$ cat config.mk
export PLATFORM = sky130hd
export DESIGN_NAME = snitch_tcdm_bank_ctrl
export DESIGN_NICKNAME = d
export VERILOG_FILES = /design/src/rtl/snitch_tcdm_bank_ctrl.sv
export SDC_FILE = /design/constraint.sdc
export NUM_CORES = 1
export LEC_CHECK = 0
export CAP_MARGIN = 20
export CORE_AREA = 2 2 220 222
export CTS_BUF_LIST = sky130_fd_sc_hd__clkbuf_4 sky130_fd_sc_hd__clkbuf_8
export DETAILED_ROUTE_END_ITERATION = 10
export DIE_AREA = 0 0 222 224
export PLACE_DENSITY = 0.36
export SYNTH_ARGS = -nofsm -noshare
export SYNTH_HDL_FRONTEND = slang
export SYNTH_SLANG_ARGS = --single-unit
$ cat constraint.sdc
create_clock -name clk_i -period 2.85 [get_ports clk_i]
set_input_delay 0.57 -clock clk_i [delete_from_list [all_inputs] [get_ports clk_i]]
set_output_delay 0.57 -clock clk_i [all_outputs]
set_load 0.005 [all_outputs]
$ cat src/rtl/snitch_tcdm_bank_ctrl.sv
// -----------------------------------------------------------------------------
// snitch_tcdm_bank_ctrl
//
// Per-bank controller in front of one single-ported TCDM SRAM bank with a
// 1-cycle read latency. NumReq requesters share the bank through a
// round-robin arbiter, and each response is routed back to the requester that
// issued it. A clear sequencer zero-fills the whole bank after reset (when
// ClearOnReset=1) or when clear_i is pulsed.
//
// Optional feature (macro SNITCH_TCDM_BANK_CTRL_PERF_EN):
//   adds conflict_cnt_o, a saturating 32-bit count of arbitration losers.
//
// Ports:
//   clk_i, rst_ni        clock, asynchronous active-low reset
//   clear_i              pulse: start a clear sequence (ignored while clearing)
//   busy_o               high while the clear sequence runs
//   conflict_cnt_o       (PERF_EN only) accumulated arbitration conflicts
//   req_valid_i          per-requester request valid
//   req_ready_o          per-requester grant, one-hot or zero
//   req_addr_i           per-requester word address
//   req_we_i             per-requester write enable
//   req_be_i             per-requester byte enables
//   req_wdata_i          per-requester write data
//   rsp_valid_o          per-requester response valid, one cycle after grant
//   rsp_data_o           read data (0 for write acknowledges), shared
//   mem_cs_o .. mem_wdata_o  SRAM macro request side
//   mem_rdata_i          SRAM read data, valid the cycle after a read
// -----------------------------------------------------------------------------
module snitch_tcdm_bank_ctrl #(
  parameter int unsigned TCDMDepth       = 1024,
  parameter int unsigned NarrowDataWidth = 64,
  parameter int unsigned NumReq          = 4,
  parameter bit          ClearOnReset    = 1'b1,
  parameter int unsigned AddrWidth       = $clog2(TCDMDepth),
  localparam int unsigned BeWidth        = NarrowDataWidth / 8,
  localparam int unsigned IdxWidth       = $clog2(NumReq)
) (
  input  logic                                      clk_i,
  input  logic                                      rst_ni,
  input  logic                                      clear_i,
  output logic                                      busy_o,
`ifdef SNITCH_TCDM_BANK_CTRL_PERF_EN
  output logic [31:0]                               conflict_cnt_o,
`endif
  input  logic [NumReq-1:0]                         req_valid_i,
  output logic [NumReq-1:0]                         req_ready_o,
  input  logic [NumReq-1:0][AddrWidth-1:0]          req_addr_i,
  input  logic [NumReq-1:0]                         req_we_i,
  input  logic [NumReq-1:0][BeWidth-1:0]            req_be_i,
  input  logic [NumReq-1:0][NarrowDataWidth-1:0]    req_wdata_i,
  output logic [NumReq-1:0]                         rsp_valid_o,
  output logic [NarrowDataWidth-1:0]                rsp_data_o,
  output logic                                      mem_cs_o,
  output logic [AddrWidth-1:0]                      mem_add_o,
  output logic                                      mem_wen_o,
  output logic [BeWidth-1:0]                        mem_be_o,
  output logic [NarrowDataWidth-1:0]                mem_wdata_o,
  input  logic [NarrowDataWidth-1:0]                mem_rdata_i
);

  typedef enum logic {
    StClear = 1'b0,
    StRun   = 1'b1
  } state_e;

  localparam state_e ResetState = ClearOnReset ? StClear : StRun;

  state_e                 state_q, state_d;
  logic [AddrWidth-1:0]   cnt_q, cnt_d;
  logic [IdxWidth-1:0]    ptr_q, ptr_d;
  logic                   rsp_valid_q, rsp_valid_d;
  logic [IdxWidth-1:0]    rsp_idx_q, rsp_idx_d;
  logic                   rsp_we_q, rsp_we_d;

  // Arbiter result and raw (pre-reset-gating) request-side outputs.
  logic                   gnt_valid;
  logic [IdxWidth-1:0]    gnt_idx;
  logic [IdxWidth-1:0]    cand;
  logic                   grant;
  logic [NumReq-1:0]      ready_raw;
  logic                   cs_raw;

  // ---------------------------------------------------------------------------
  // Round-robin arbiter: first valid index at or after ptr_q, modulo NumReq.
  // ---------------------------------------------------------------------------
  always_comb begin
    // NOTE: every variable gets a default before any conditional assignment,
    // otherwise a path that skips the assignment infers a latch.
    gnt_valid = 1'b0;
    gnt_idx   = '0;
    cand      = '0;
    for (int unsigned k = 0; k < NumReq; k++) begin
      cand = IdxWidth'((32'(ptr_q) + k) % NumReq);
      if (!gnt_valid && req_valid_i[cand]) begin
        gnt_valid = 1'b1;
        gnt_idx   = cand;
      end
    end
  end

  // ---------------------------------------------------------------------------
  // Control FSM: next state, counters and SRAM request mux.
  // ---------------------------------------------------------------------------
  always_comb begin
    state_d     = state_q;
    cnt_d       = cnt_q;
    ptr_d       = ptr_q;
    busy_o      = 1'b0;
    grant       = 1'b0;
    ready_raw   = '0;
    cs_raw      = 1'b0;
    mem_add_o   = '0;
    mem_wen_o   = 1'b0;
    mem_be_o    = '0;
    mem_wdata_o = '0;

    unique case (state_q)
      StClear: begin
        busy_o    = 1'b1;
        cs_raw    = 1'b1;
        mem_wen_o = 1'b1;
        mem_be_o  = '1;
        mem_add_o = cnt_q;
        cnt_d     = cnt_q + AddrWidth'(1);
        if (cnt_q == AddrWidth'(TCDMDepth - 1)) begin
          cnt_d   = '0;
          state_d = StRun;
        end
      end
      StRun: begin
        if (clear_i) begin
          // A clear request pre-empts arbitration for this cycle.
          state_d = StClear;
          cnt_d   = '0;
        end else if (gnt_valid) begin
          grant              = 1'b1;
          ready_raw[gnt_idx] = 1'b1;
          cs_raw             = 1'b1;
          mem_add_o          = req_addr_i[gnt_idx];
          mem_wen_o          = req_we_i[gnt_idx];
          mem_be_o           = req_be_i[gnt_idx];
          mem_wdata_o        = req_wdata_i[gnt_idx];
          ptr_d              = (gnt_idx == IdxWidth'(NumReq - 1)) ? '0
                                                                  : gnt_idx + IdxWidth'(1);
        end
      end
      default: state_d = ResetState;
    endcase
  end

  // The FSM state already sits in its reset value during reset, but a RUN
  // reset state would otherwise let valid requests reach the SRAM and the
  // requesters while rst_ni is low.
  assign req_ready_o = rst_ni ? ready_raw : '0;
  assign mem_cs_o    = rst_ni & cs_raw;

  // Response pipeline follows the SRAM's 1-cycle latency.
  assign rsp_valid_d = grant;
  assign rsp_idx_d   = gnt_idx;
  assign rsp_we_d    = req_we_i[gnt_idx];

  always_ff @(posedge clk_i or negedge rst_ni) begin
    if (!rst_ni) begin
      state_q     <= ResetState;
      cnt_q       <= '0;
      ptr_q       <= '0;
      rsp_valid_q <= 1'b0;
      rsp_idx_q   <= '0;
      rsp_we_q    <= 1'b0;
    end else begin
      // NOTE: non-blocking assignments so every register samples the
      // pre-edge values, independent of statement order.
      state_q     <= state_d;
      cnt_q       <= cnt_d;
      ptr_q       <= ptr_d;
      rsp_valid_q <= rsp_valid_d;
      rsp_idx_q   <= rsp_idx_d;
      rsp_we_q    <= rsp_we_d;
    end
  end

  always_comb begin
    rsp_valid_o = '0;
    if (rsp_valid_q) rsp_valid_o[rsp_idx_q] = 1'b1;
  end

  // Writes are acknowledged with zero data.
  assign rsp_data_o = (rsp_valid_q && !rsp_we_q) ? mem_rdata_i : '0;

`ifdef SNITCH_TCDM_BANK_CTRL_PERF_EN
  // ---------------------------------------------------------------------------
  // Conflict counter: adds the number of losing requesters in every RUN cycle
  // with contention. Saturates, and survives clear sequences.
  // ---------------------------------------------------------------------------
  logic [31:0] conflict_cnt_q, conflict_cnt_d;
  logic [32:0] conflict_sum;
  int unsigned num_valid;

  always_comb begin
    num_valid      = $countones(req_valid_i);
    conflict_sum   = {1'b0, conflict_cnt_q} + 33'(num_valid) - 33'd1;
    conflict_cnt_d = conflict_cnt_q;
    if (state_q == StRun && num_valid >= 2) begin
      conflict_cnt_d = conflict_sum[32] ? '1 : conflict_sum[31:0];
    end
  end

  always_ff @(posedge clk_i or negedge rst_ni) begin
    if (!rst_ni) conflict_cnt_q <= '0;
    else         conflict_cnt_q <= conflict_cnt_d;
  end

  assign conflict_cnt_o = conflict_cnt_q;
`endif

endmodule

## Word-level counts from Yosys, hierarchy flattened

Cells that the tools add are included.

| word-level totals | value |
|---|---|
| register bits after elaboration | 17 |
| bits of input ports | 403 |
| output and inout port bits | 157 |
| word-level logic and storage cells | 94 |

| operators by class | value |
|---|---|
| add/subtract/negate cells | 5 |
| order comparisons | 8 |
| eq/ne operators | 3 |
| mux-type cells | 58 |
| bitwise gates (word level) | 3 |
| reduce and logical (&&, ||, !) cells | 11 |

Operator list:

| operator | count |
|---|---|
| 2-to-1 mux 64 bit | 5 |
| binary-select mux 64 bit (select 2 bit) | 1 |
| 2-to-1 mux 10 bit | 5 |
| one-hot mux 10 bit (2 select lines) | 2 |
| 2-to-1 mux 8 bit | 3 |
| binary-select mux 10 bit (select 2 bit) | 1 |
| 2-to-1 mux 4 bit | 5 |
| 2-to-1 mux 1 bit | 19 |
| < comparator 2 x 3 -> 1 bit (second input constant) | 6 |
| binary-select mux 8 bit (select 2 bit) | 1 |
| one-hot mux 8 bit (2 select lines) | 1 |
| adder 10 x 1 -> 10 bit (second input constant) | 1 |
| binary-select mux 1 bit (select 2 bit) | 5 |
| equality test 10 bit (second input constant) | 1 |
| 2-to-1 mux 2 bit | 5 |
| logical AND 1 bit | 6 |
| one-hot mux 1 bit (2 select lines) | 3 |
| adder 2 x 1 -> 2 bit (second input constant) | 2 |
| adder 2 bit (second input constant) | 2 |
| demux 1 bit (select 2 bit) | 2 |
| greater-or-equal comparator 2 x 1 -> 1 bit (second input constant) | 2 |
| logical NOT 1 bit | 4 |
| AND reduction 3 bit | 1 |
| equality test 2 bit (second input constant) | 1 |
| 3 further kinds | 4 |

## Logic depth before layout (Yosys ltp)

| logic depth | value |
|---|---|
| depth in word-level cells | 20 |
| depth in mapped cells | 10 |
| depth with buffers taken out | 7 |

## Worst setup path before layout

OpenSTA, ideal clock, no wires.

| timing path | value |
|---|---|
| path kind | in2out |
| start | input port req_valid_i[2] |
| end | output port mem_wdata_o[14] |
| arrival | 1,908 ps |
| data required time | 2,280 ps |
| path slack | 372 ps |
| stages | 9 |
| path buffers | 3 |
| cell sequence | nor2b_2 -> a211o_1 -> buf_4 -> nand2_4 -> inv_4 -> buf_8 -> buf_12 -> mux2i_1 -> a211oi_1 |

| on the way | value |
|---|---|
| word-level cells in the longest chain between the ends | 17 |
| elaborated cells on any way between the ends | 27 |
| those cells by class | 21 x mux; 6 x reduce/logical |

Ends and longest elaborated chain:

| element | line | RTL |
|---|---|---|
| start: declaration | 45 | `input logic [NumReq-1:0] req_valid_i,` |
| binary-select mux 1 bit (select 2 bit) | 94 | `if (!gnt_valid && req_valid_i[cand]) begin` |
| 2-to-1 mux 1 bit (implied by the code) | 94 |  |
| 2-to-1 mux 1 bit | 94 |  |
| logical NOT 1 bit | 94 |  |
| logical AND 1 bit | 94 |  |
| 2-to-1 mux 1 bit | 94 |  |
| logical NOT 1 bit | 94 |  |
| logical AND 1 bit | 94 |  |
| 2-to-1 mux 1 bit | 94 |  |
| logical NOT 1 bit | 94 |  |
| logical AND 1 bit | 94 |  |
| 2-to-1 mux 2 bit | 94 |  |
| binary-select mux 64 bit (select 2 bit) | 142 | `mem_wdata_o = req_wdata_i[gnt_idx];` |
| 2-to-1 mux 64 bit (implied by the code) | 142 |  |
| 2-to-1 mux 64 bit (*) | 135 | `end else if (gnt_valid) begin` |
| 2-to-1 mux 64 bit (*) | 131 | `if (clear_i) begin` |
| 2-to-1 mux 64 bit (*) | 117 | `unique case (state_q)` |
| end: declaration | 57 | `output logic [NarrowDataWidth-1:0] mem_wdata_o,` |

Mark *: on every way between the ends. The rest lies on a longest branch, timed or not. The select of a mux whose other input is x is not followed.

## Final worst setup path

| timing path | value |
|---|---|
| start | register ptr_q[0] |
| end | output port mem_wdata_o[27] |

| on the way | value |
|---|---|
| word-level cells in the longest chain between the ends | 17 |
| elaborated cells on any way between the ends | 30 |
| those cells by class | 3 x add/sub; 21 x mux; 6 x reduce/logical |

Ends and longest elaborated chain:

| element | line | RTL |
|---|---|---|
| start: declaration | 70 | `logic [IdxWidth-1:0] ptr_q, ptr_d;` |
| start signal: assignment | 175 | `ptr_q <= ptr_d;` |
| parallel branches: the longest is 14 deep, another holds adder 2 x 1 -> 2 bit | - |  |
| 2-to-1 mux 64 bit (*) | 135 |  |
| 2-to-1 mux 64 bit (*) | 131 |  |
| 2-to-1 mux 64 bit (*) | 117 |  |

Mark *: on every way between the ends. The select of a mux whose other input is x is not followed.

==> impl_metrics.json <==
{
  "status": "finished with violations",
  "violations": "negative setup slack",
  "worstPathBufferInverterCount": 6,
  "drc_errors": 0,
  "post-dp-hpwl_um": 29700,
  "synthesis.nets": 996,
  "finish.net_count": 1651,
  "first_global_vias": 7678,
  "post-route-util_pct": 27.8,
  "worst_hold_startpoint": "cnt_q[9]$_DFFE_PN0P_",
  "min-delay-path-class": "register to register",
  "first_pass_iters": 5,
  "synth.yosys.seq_area_share_pct": 9.76,
  "rr_startpoint": "cnt_q[0]$_DFFE_PN0P_",
  "worstPathMaxFanout": 6,
  "syn2layout_area_growth_pct": 202,
  "power_density_mw_per_mm2": 352,
  "worst_path_max_delay_cell": "sky130_fd_sc_hd__dfrtp_2",
  "ff2ff_path_depth": 5,
  "synth.area.top_cells": "sky130_fd_sc_hd__a211oi_1, sky130_fd_sc_hd__mux2i_1, sky130_fd_sc_hd__dfrtp_1, sky130_fd_sc_hd__and3_1, sky130_fd_sc_hd__and2_1",
  "worst-endpoint-arrival_ns": 2.30,
  "cp-startpoint": "ptr_q[0]$_DFFE_PN0P_",
  "criticalPathCategory": "register to output port",
  "power.ir.vdd_worst_mv": 0.201,
  "synthArstFlopShare_pct": 100,
  "rows": 80,
  "die_width_um": 222,
  "synth.most_common_cell": "sky130_fd_sc_hd__a211oi_1",
  "fmaxAchievable_ghz": 0.348,
  "clock_edge_transition_at_the_registers_on_the_reported_setup_and_hold_paths_ns": 0.08,
  "cts_hold_repair.buffers": 0,
  "initialDrtViolationCount": 264,
  "ioPinCount": 560,
  "worst-slew-pin-transition_ns": 0.725,
  "htree_levels": 1,
  "place_area_mm2": 0.0113,
  "cp-end-kind": "output port",
  "placed_cells_incl_taps": 1780,
  "avgSynthCellArea_um2": 7.38,
  "critical_path_cell_count": 11,
  "cell_area_after_synthesis_mm2": 0.00436,
  "critPathLaunchType": "register",
  "cp.required_ns": 2.28,
  "gp_congestion": 0.880,
  "grt_setup_unrepaired": "yes",
  "synth_edf_count": 0,
  "setup_viol_count_final": 4,
  "vias": 7479,
  "clock_path_buffers": 2,
  "synth_top_area_cell": "sky130_fd_sc_hd__a211oi_1",
  "finish.cell_count_without_fillers": 1865,
  "report.power.total_mw": 4.64,
  "synth_commonest_cells": "sky130_fd_sc_hd__a211oi_1, sky130_fd_sc_hd__mux2i_1, sky130_fd_sc_hd__and3_1, sky130_fd_sc_hd__and2_1, sky130_fd_sc_hd__clkbuf_1",
  "effective_utilization_at_floorplan_pct": 9.21,
  "min_delay_path_depth": 2,
  "switching_share_pct": 41.9,
  "timing.max_slew.rel_slack_pct": 51.5,
  "clock_insertion_delay_worst_skew_ns": 0.27,
  "detail_route.wirelength_um": 39700,
  "timing.critical_path.cells": "nor2b_4 -> buf_6 -> nor3b_4 -> o22ai_4 -> buf_4 -> buf_12 -> buf_16 -> a211oi_2 -> buf_4 -> a211oi_1 -> dlygate4sd2_1",
  "crit_top_cell": "sky130_fd_sc_hd__buf_4",
  "synth_seq_cells": 17,
  "viasPerCell": 4.01,
  "total_switching_power_mw": 1.95,
  "final_max_slew_viol_count": 0,
  "clockRootBuffer": "sky130_fd_sc_hd__clkbuf_8",
  "cts_made_buffers": 3,
  "routed_wire_length_per_instance_um": 21.3,
  "maximum_number_of_pins_on_one_net_before_global_route_repair": 65,
  "dominantRegCellSynth": "sky130_fd_sc_hd__dfrtp_1",
  "cpPeakStageDelay_ns": 0.47,
  "port_buffers": 559,
  "fin_crit_ns": 2.87,
  "post_route_setup_slack_ns": -0.0227,
  "die_area_mm2": 0.0497,
  "comb_power_share_pct": 85.8,
  "ys_types": 46,
  "share_of_power_burned_in_the_clock_network_pct": 4.3,
  "final-hold-violation-count": 0,
  "static-leakage-power_nw": 5.28,
  "placement.setup.worst_slack_ns": -0.946,
  "power_report.internal_total_mw": 2.70,
  "tritoncts_num_sinks": 17,
  "tritoncts_clock_tree": "done",
  "post_synth_inst_count": 591,
  "antenna_found_initial": 4,
  "power.share.sequential_pct": 9.9,
  "wire_length_of_the_first_global_routing_pass_um": 54600,
  "setup_total_negative_slack_ns": -0.0573,
  "post_route_design_area_mm2": 0.0132,
  "placeableCoreArea_mm2": 0.0473,
  "worst_path_dominant_cell_family": "buffers and inverters",
  "global_route.usage.total_pct": 14.6,
  "timing.final.crit_share_pct": 101,
  "antenna_left": 0,
  "fin_skew_ns": 0.00858,
  "final_layout_size_suffix_gt1_share_pct": 30.8,
  "maximum_capacitance_violations": 0,
  "synth_warnings": 0,
  "finalHoldWorstSlack_ns": 0.552,
  "grt.overflow.total": 0,
  "dieHeight_um": 224,
  "yosysTopAreaCellShare_pct": 22.2
}
path summary, 6_finish.rpt:
check / end / slack, ns
max: mem_wdata_o[27] / -0.02
min: cnt_q[9]$_DFFE_PN0P_ / 0.55
max reg2reg: cnt_q[5]$_DFFE_PN0P_ / 0.81
min reg2reg: cnt_q[9]$_DFFE_PN0P_ / 0.55
max in group asynchronous: cnt_q[0]$_DFFE_PN0P_ / 1.92
min in group asynchronous: rsp_we_q$_DFF_PN0_ / 0.75
layout by cell type (no fill, tap or decap), drive strengths merged, types with 4 or more instances in the layout:
master,n
nand3,19
nor2b,6
a21o,8
buf,208
o221ai,10
nor3,5
mux2i,87
nand2,31
dfrtp,17
o21ai,14
a21oi,6
nor2,8
and2,64
inv,4
dlygate4sd2,12
clkbuf,33
and3,67
diode,5
a31oi,20
clkdlybuf4s50,467
a211oi,129
logic make-up (layout without fill, tap and decap cells):
family	after synthesis	in the layout	share of synthesized area [%]
simple gates	209	209	27.5
buf+inv	76	730	8.78
flops	17	17	9.76
xor+xnor	4	4	0.804
mux	87	87	20.0
fa+ha+maj	2	2	0.574
compound gates	196	196	32.6
other cells	0	5	0
routing by layer:
metal | wire (um) | track usage [%] | part of all wire, %
met4 | 694 | 2.92 | 1.7
met1 | 17100 | 18.1 | 43
met5 | 0 | 0 | 0
met3 | 2270 | 3.10 | 5.7
met2 | 19700 | 26.1 | 50
area by class of cell:
class	count	area, um2
Antenna cell	5	12.5
Tap cell	615	769
Clock inverter	1	7.51
Sequential cell	17	427
Timing Repair Buffer	719	7370
Multi-Input combinational cell	498	4510
Clock buffer	3	41.3
Inverter	7	43.8
Fill cell	5120	34200
power groups by stage:
stage	Combinational [mW]	Sequential [mW]	Clock (mW)
global route	4.25	0.486	0.224
finish	3.99	0.460	0.199
global placement	2.59	0.461	0
detailed placement	2.58	0.460	0
floorplan	1.20	0.396	0
CTS	3.53	0.461	0.210
flip-flops by register name, indices dropped and copies added (netlist names):
| register | count |
|---|---|
| cnt_q | 10 |
| ptr_q | 2 |
| rsp_idx_q | 2 |
| rsp_valid_q | 1 |
| rsp_we_q | 1 |
| state_q | 1 |
worst reg2reg max path: stages, from the launching register on:
cell and delay [ns]:
sky130_fd_sc_hd__dfrtp_1 0.44, sky130_fd_sc_hd__ha_1 0.26, sky130_fd_sc_hd__and4_1 0.27, sky130_fd_sc_hd__a31oi_1 0.62, sky130_fd_sc_hd__a41oi_1 0.19, sky130_fd_sc_hd__a31oi_1 0.18
timing repair:
item	CTS	global route
pin swaps	29	60
cloned	12	10
gates resized for setup	430	119
setup buffers	32	28
setup endpoints to repair	88	82
Power figures use the tool's default switching activity.
==> RTL change 1, RTL diff (config.mk and constraints unchanged) <==
Build with the macro `SNITCH_TCDM_BANK_CTRL_PERF_EN` defined.
--- a/src/rtl/snitch_tcdm_bank_ctrl.sv
+++ b/src/rtl/snitch_tcdm_bank_ctrl.sv
@@ -27,4 +27,6 @@
 //   mem_rdata_i          SRAM read data, valid the cycle after a read
 // -----------------------------------------------------------------------------
+`define SNITCH_TCDM_BANK_CTRL_PERF_EN
+
 module snitch_tcdm_bank_ctrl #(
   parameter int unsigned TCDMDepth       = 1024,
Function (old outputs only; new: conflict_cnt_o): kept (Yosys induction, for registers that start in step).
==> RTL change 1 against the original RTL <==
- the run still ends with setup timing left
- critical path depth rose by 7
- synthesized area rose by 67%
- design area rose by 27%
- power rose to 2.6 times the old value
- worst setup slack got worse by 1000 ps
- maximum frequency fell by 26%
- wire length rose by 33%
- register-to-register slack got worse by 1100 ps
- sequential cell count rose by 32
- combinational power rose to 2.6 times the old value
- largest cell class unchanged
- highest routed layer is now met5
==> RTL change 1: results (changes against the original RTL) <==
CP Max Fanout=7 (+1); R2R Path Start=conflict_cnt_o[2]; status=finished with violations; vias in the first global route=10800 (+41%); post-route core utilization=0.353 (+0.0744); initial DRC count=544 (+110%); post-detail-place hpwl=41100 um (+38%); PnR worst setup slack=-1050 ps (-1030 ps); Area after DPL=15200 um^2 (+34%); multi-input combinational area share=0.377 (+0.0347); layout cells sized above 1=0.232 (-0.0768); largest vdd supply drop=0.561 mV (+180%); Vias/cell=4.42 (+10%); worst slew pin tran=506 ps (-219 ps); Final setup violation count=119 (+115); Clock-cell share=0.00517 (+0.00147); top cells by area, synth=nand2_1 20%, dfrtp_1 17%, a311oi_1 7.8%; reg2reg setup slack=-260 ps (-1070 ps); clk_lat worst skew=330 ps (+60 ps); post-synthesis sequential area ratio=0.169 (+0.0709); placed insts=2422 (+36%); H-Tree Depth=2 (+1); NonClk Buf Share=0.482 (-0.0770); Final nets=2333 (+41%); port buffer count=591 (+5.7%); Seq area share=0.0735 (+0.0411); Total GRT Usage=0.197 (+0.0505); vias=11100 (+49%); FILL cells=5079 (-0.80%); failing checks=setup timing; diodes inserted=11 (+6); crit path capture type=flip-flop; Syn Nets=1602 (+61%); drt total wl=53000 um (+33%); antenna violations before repair=23 (+19); crit path from=req_valid_i[0]; multi-input logic cell count=964 (+94%); Worst Hold Class=primary input to async pin; Final Cell Area=16700 um^2 (+27%); max reg flops=32 (+22); leak pwr=7.41 nW (+40%); setup TNS=-50960 ps (-50910 ps); Netlist cell types=56 (+22%); number of non-clock buffers=809 (+13%); worst reg-to-reg path cell count=14 (+9); skew final=10.9 ps (+2.32 ps); Synth top cells by count=381 x nand2_1, 78 x clkbuf_1, 77 x and3_1, 68 x and2_1
==> RTL change 1: cell types whose count changed after synthesis, sizes merged, moves of 53 or more <==
cell | before | now
a211oi | 129 | 4
a21oi | 6 | 66
a311oi | 0 | 65
inv | 4 | 57
mux2i | 87 | 5
nand2 | 31 | 381
==> RTL change 1: report_power, final <==
part / switching (mW) / leakage, nW / internal [mW]
Combinational: 5.03 / 6.82 / 5.27
Clock: 0.290 / 0.0440 / 0.171
Sequential: 0.319 / 0.542 / 0.963
Total: 5.64 / 7.41 / 6.40
==> RTL change 1: cells by family (layout without fill, tap and decap cells) <==
logic type	Yosys count	in the layout	synth area share
simple gates	617	617	0.378
compound gates	266	266	0.253
flops	49	49	0.169
xor+xnor	32	32	0.0396
buf+inv	142	874	0.0764
mux	5	5	0.00688
fa+ha+maj	44	44	0.0777
other cells	0	11	0
==> RTL change 1: per-layer routing <==
layer | vias to the layer above | GRT usage | part of all wire
li1 | 5466 | - | -
met1 | 5230 | 0.243 | 0.43
met2 | 347 | 0.347 | 0.50
met3 | 48 | 0.0479 | 0.058
met4 | 24 | 0.0388 | 0.011
met5 | - | 0 | 0.0032
==> RTL change 1: critical path, cell delays in order <==
cell and delay, ps:
buf_6 100, fa_1 520, ha_4 190, ha_4 260
inv_4 30, ha_4 250, inv_4 30, ha_4 170
a211oi_4 210, o21ai_2 100, o2111a_2 300, o21ba_4 200
a41o_1 220, a221oi_4 360, xnor2_4 200, buf_12 160
buf_12 140, a31oi_4 80
==> RTL change 1: timing repair <==
action / CTS / global route
gates cloned: 13 / 5
setup buffers: 28 / 31
endpoints found under the setup margin: 120 / 120
pin swaps: 62 / 82
gates resized for setup: 415 / 142
endpoints found under the hold margin: 0 / 0
==> RTL change 2, RTL diff (same flow settings) <==
Without the edit above. Change the parameter `NarrowDataWidth` from 64 to 68.
--- a/src/rtl/snitch_tcdm_bank_ctrl.sv
+++ b/src/rtl/snitch_tcdm_bank_ctrl.sv
@@ -29,5 +29,5 @@
 module snitch_tcdm_bank_ctrl #(
   parameter int unsigned TCDMDepth       = 1024,
-  parameter int unsigned NarrowDataWidth = 64,
+  parameter int unsigned NarrowDataWidth = 68,
   parameter int unsigned NumReq          = 4,
   parameter bit          ClearOnReset    = 1'b1,
Ports: changed (resized mem_rdata_i, mem_wdata_o, req_wdata_i and rsp_data_o); port bits go from 560 to 588. No check against the original RTL was run, so the function may have changed too.
==> RTL change 2 against the original RTL <==
- the run still ends with setup timing left
- non-clock buffer count rose by 9
- worst setup slack got worse by 18 ps
- sequential share of layout area hardly changed
- design area is 1.0% higher
- synthesized area increased by 1.8%
- wire length rose by 10%
- sequential cell count unchanged
- power is 57% higher
- critical path type is now primary input to primary output
- highest routed layer unchanged
==> RTL change 2: results (changes against the original RTL) <==
largest vdd supply drop=0.258 mV (+28%); met3 routed WL=3010 um (+33%); skew final=2.87 ps (-5.72 ps); Synth top cells by count=136 x a211oi_1, 101 x mux2i_1, 73 x and3_1, 68 x and2_1, 42 x clkbuf_1; post-synthesis sequential area ratio=0.0958 (-0.00176); routed wl met2=23800 um (+21%); multiplexer share of the synthesized area=0.228 (+0.0280); layout cells sized above 1=0.291 (-0.0174); GR Util met3=0.0409 (+0.00997); status=finished with violations; failing checks=setup timing; setup TNS=-107 ps (-50.2 ps); Worst Hold Depth=1 (-1); Synth Area in Compound Gates=0.313 (-0.0126); port buffer count=587 (+5.0%); Place WS=-929 ps (+16.7 ps); vias in the first global route=8026 (+4.5%); Final setup violation count=4 (unchanged); pin count of the biggest net entering global routing=39 (-40%); PnR worst setup slack=-40.5 ps (-17.8 ps); initial DRC count=165 (-38%); global placement routability congestion=0.764 (-13%); CP Max Fanout=8 (+2); DRT Pass-1 Iters=4 (-1); XOR/XNOR Fraction of Synth Area=0.00592 (-0.00212); Syn Nets=1022 (+2.6%); Total GRT Usage=0.165 (+0.0185); synthesized area per cell=7.44 um^2 (+0.81%); Netlist cell types=40 (-13%); met1 Track Usage GR=0.172 (-0.00869); area of the multi-input gates=4500 um^2 (-0.19%); multi-input logic cell count=504 (+1.2%); post-detail-place hpwl=32000 um (+7.5%); first-pass GRT wire length=59400 um (+8.8%); metal1 wirelength=16000 um (-6.2%); antenna violations before repair=7 (+3); diodes inserted=3 (-2); leak pwr=5.41 nW (+2.5%); top cells by area, synth=a211oi_1 23%, mux2i_1 23%, and3_1 10%; Vias/cell=4.09 (+2.0%); GRT met2 Usage=0.326 (+0.0650); Slew HR=0.571 (+0.0562); drt total wl=43900 um (+10%); NonClk Buf Share=0.564 (+0.00473); Final nets=1687 (+2.2%); FILL cells=5115 (-0.098%); Finished Layout Cells=1879 (+0.75%); worst reg-to-reg path cell count=10 (+5); Inverters=8 (+1)
-- RTL change 2: cell types whose count changed after synthesis, sizes merged, moves of 5 or more --
cell and delta:
nor2 +7, buf -5, a31oi -13, nand3 -12
a211oi +7, and3 +6, a21o -8, a221oi +5
mux2i +14
-- RTL change 2: per-stage QoR --
| step | power, mW | hold WS (ps) | instance area, um^2 |
|---|---|---|---|
| 2_1_floorplan | 2.39 | 274 | 4440 |
| 3_3_place_gp | 4.71 | 506 | 11600 |
| 3_5_place_dp | 4.68 | 507 | 11600 |
| 4_1_cts | 7.14 | 528 | 13100 |
| 5_1_grt | 7.74 | 542 | 13300 |
| 6_report | 7.29 | 531 | 13300 |
-- RTL change 2: worst paths after layout --
kind,endpoint,startpoint,slack (ps)
min in group asynchronous,cnt_q[9],rst_ni,770
max in group asynchronous,ptr_q[0],rst_ni,1870
worst min-delay path,cnt_q[9],cnt_q[9],530
worst max-delay path,mem_be_o[5],req_valid_i[2],-40
worst min register to register,cnt_q[9],cnt_q[9],530
worst max register to register,rsp_we_q,ptr_q[0],870
-- RTL change 2: repair_timing --
action / 4_1_cts / 5_1_grt
resized for setup: 542 / 78
buffers inserted: 34 / 6
setup endpoints to repair: 92 / 79
endpoints found under the hold margin: 0 / 0
pin swaps: 60 / 36
gates cloned: 23 / 3
-- RTL change 2: critical path, cell delays in order --
cell and delay [ps]:
buf_6 90, nor2b_4 120, buf_6 110, nor3b_4 230
o22ai_4 100, buf_12 150, buf_8 120, buf_12 150
buf_6 130, mux2i_1 110, a221oi_1 250, buf_2 170
-- RTL change 2: power breakdown --
part	total (mW)	switching, mW	internal (mW)
Clock	0.192	0.0951	0.0973
Sequential	0.410	0.0929	0.317
Combinational	6.69	3.05	3.64
Total	7.29	3.24	4.05
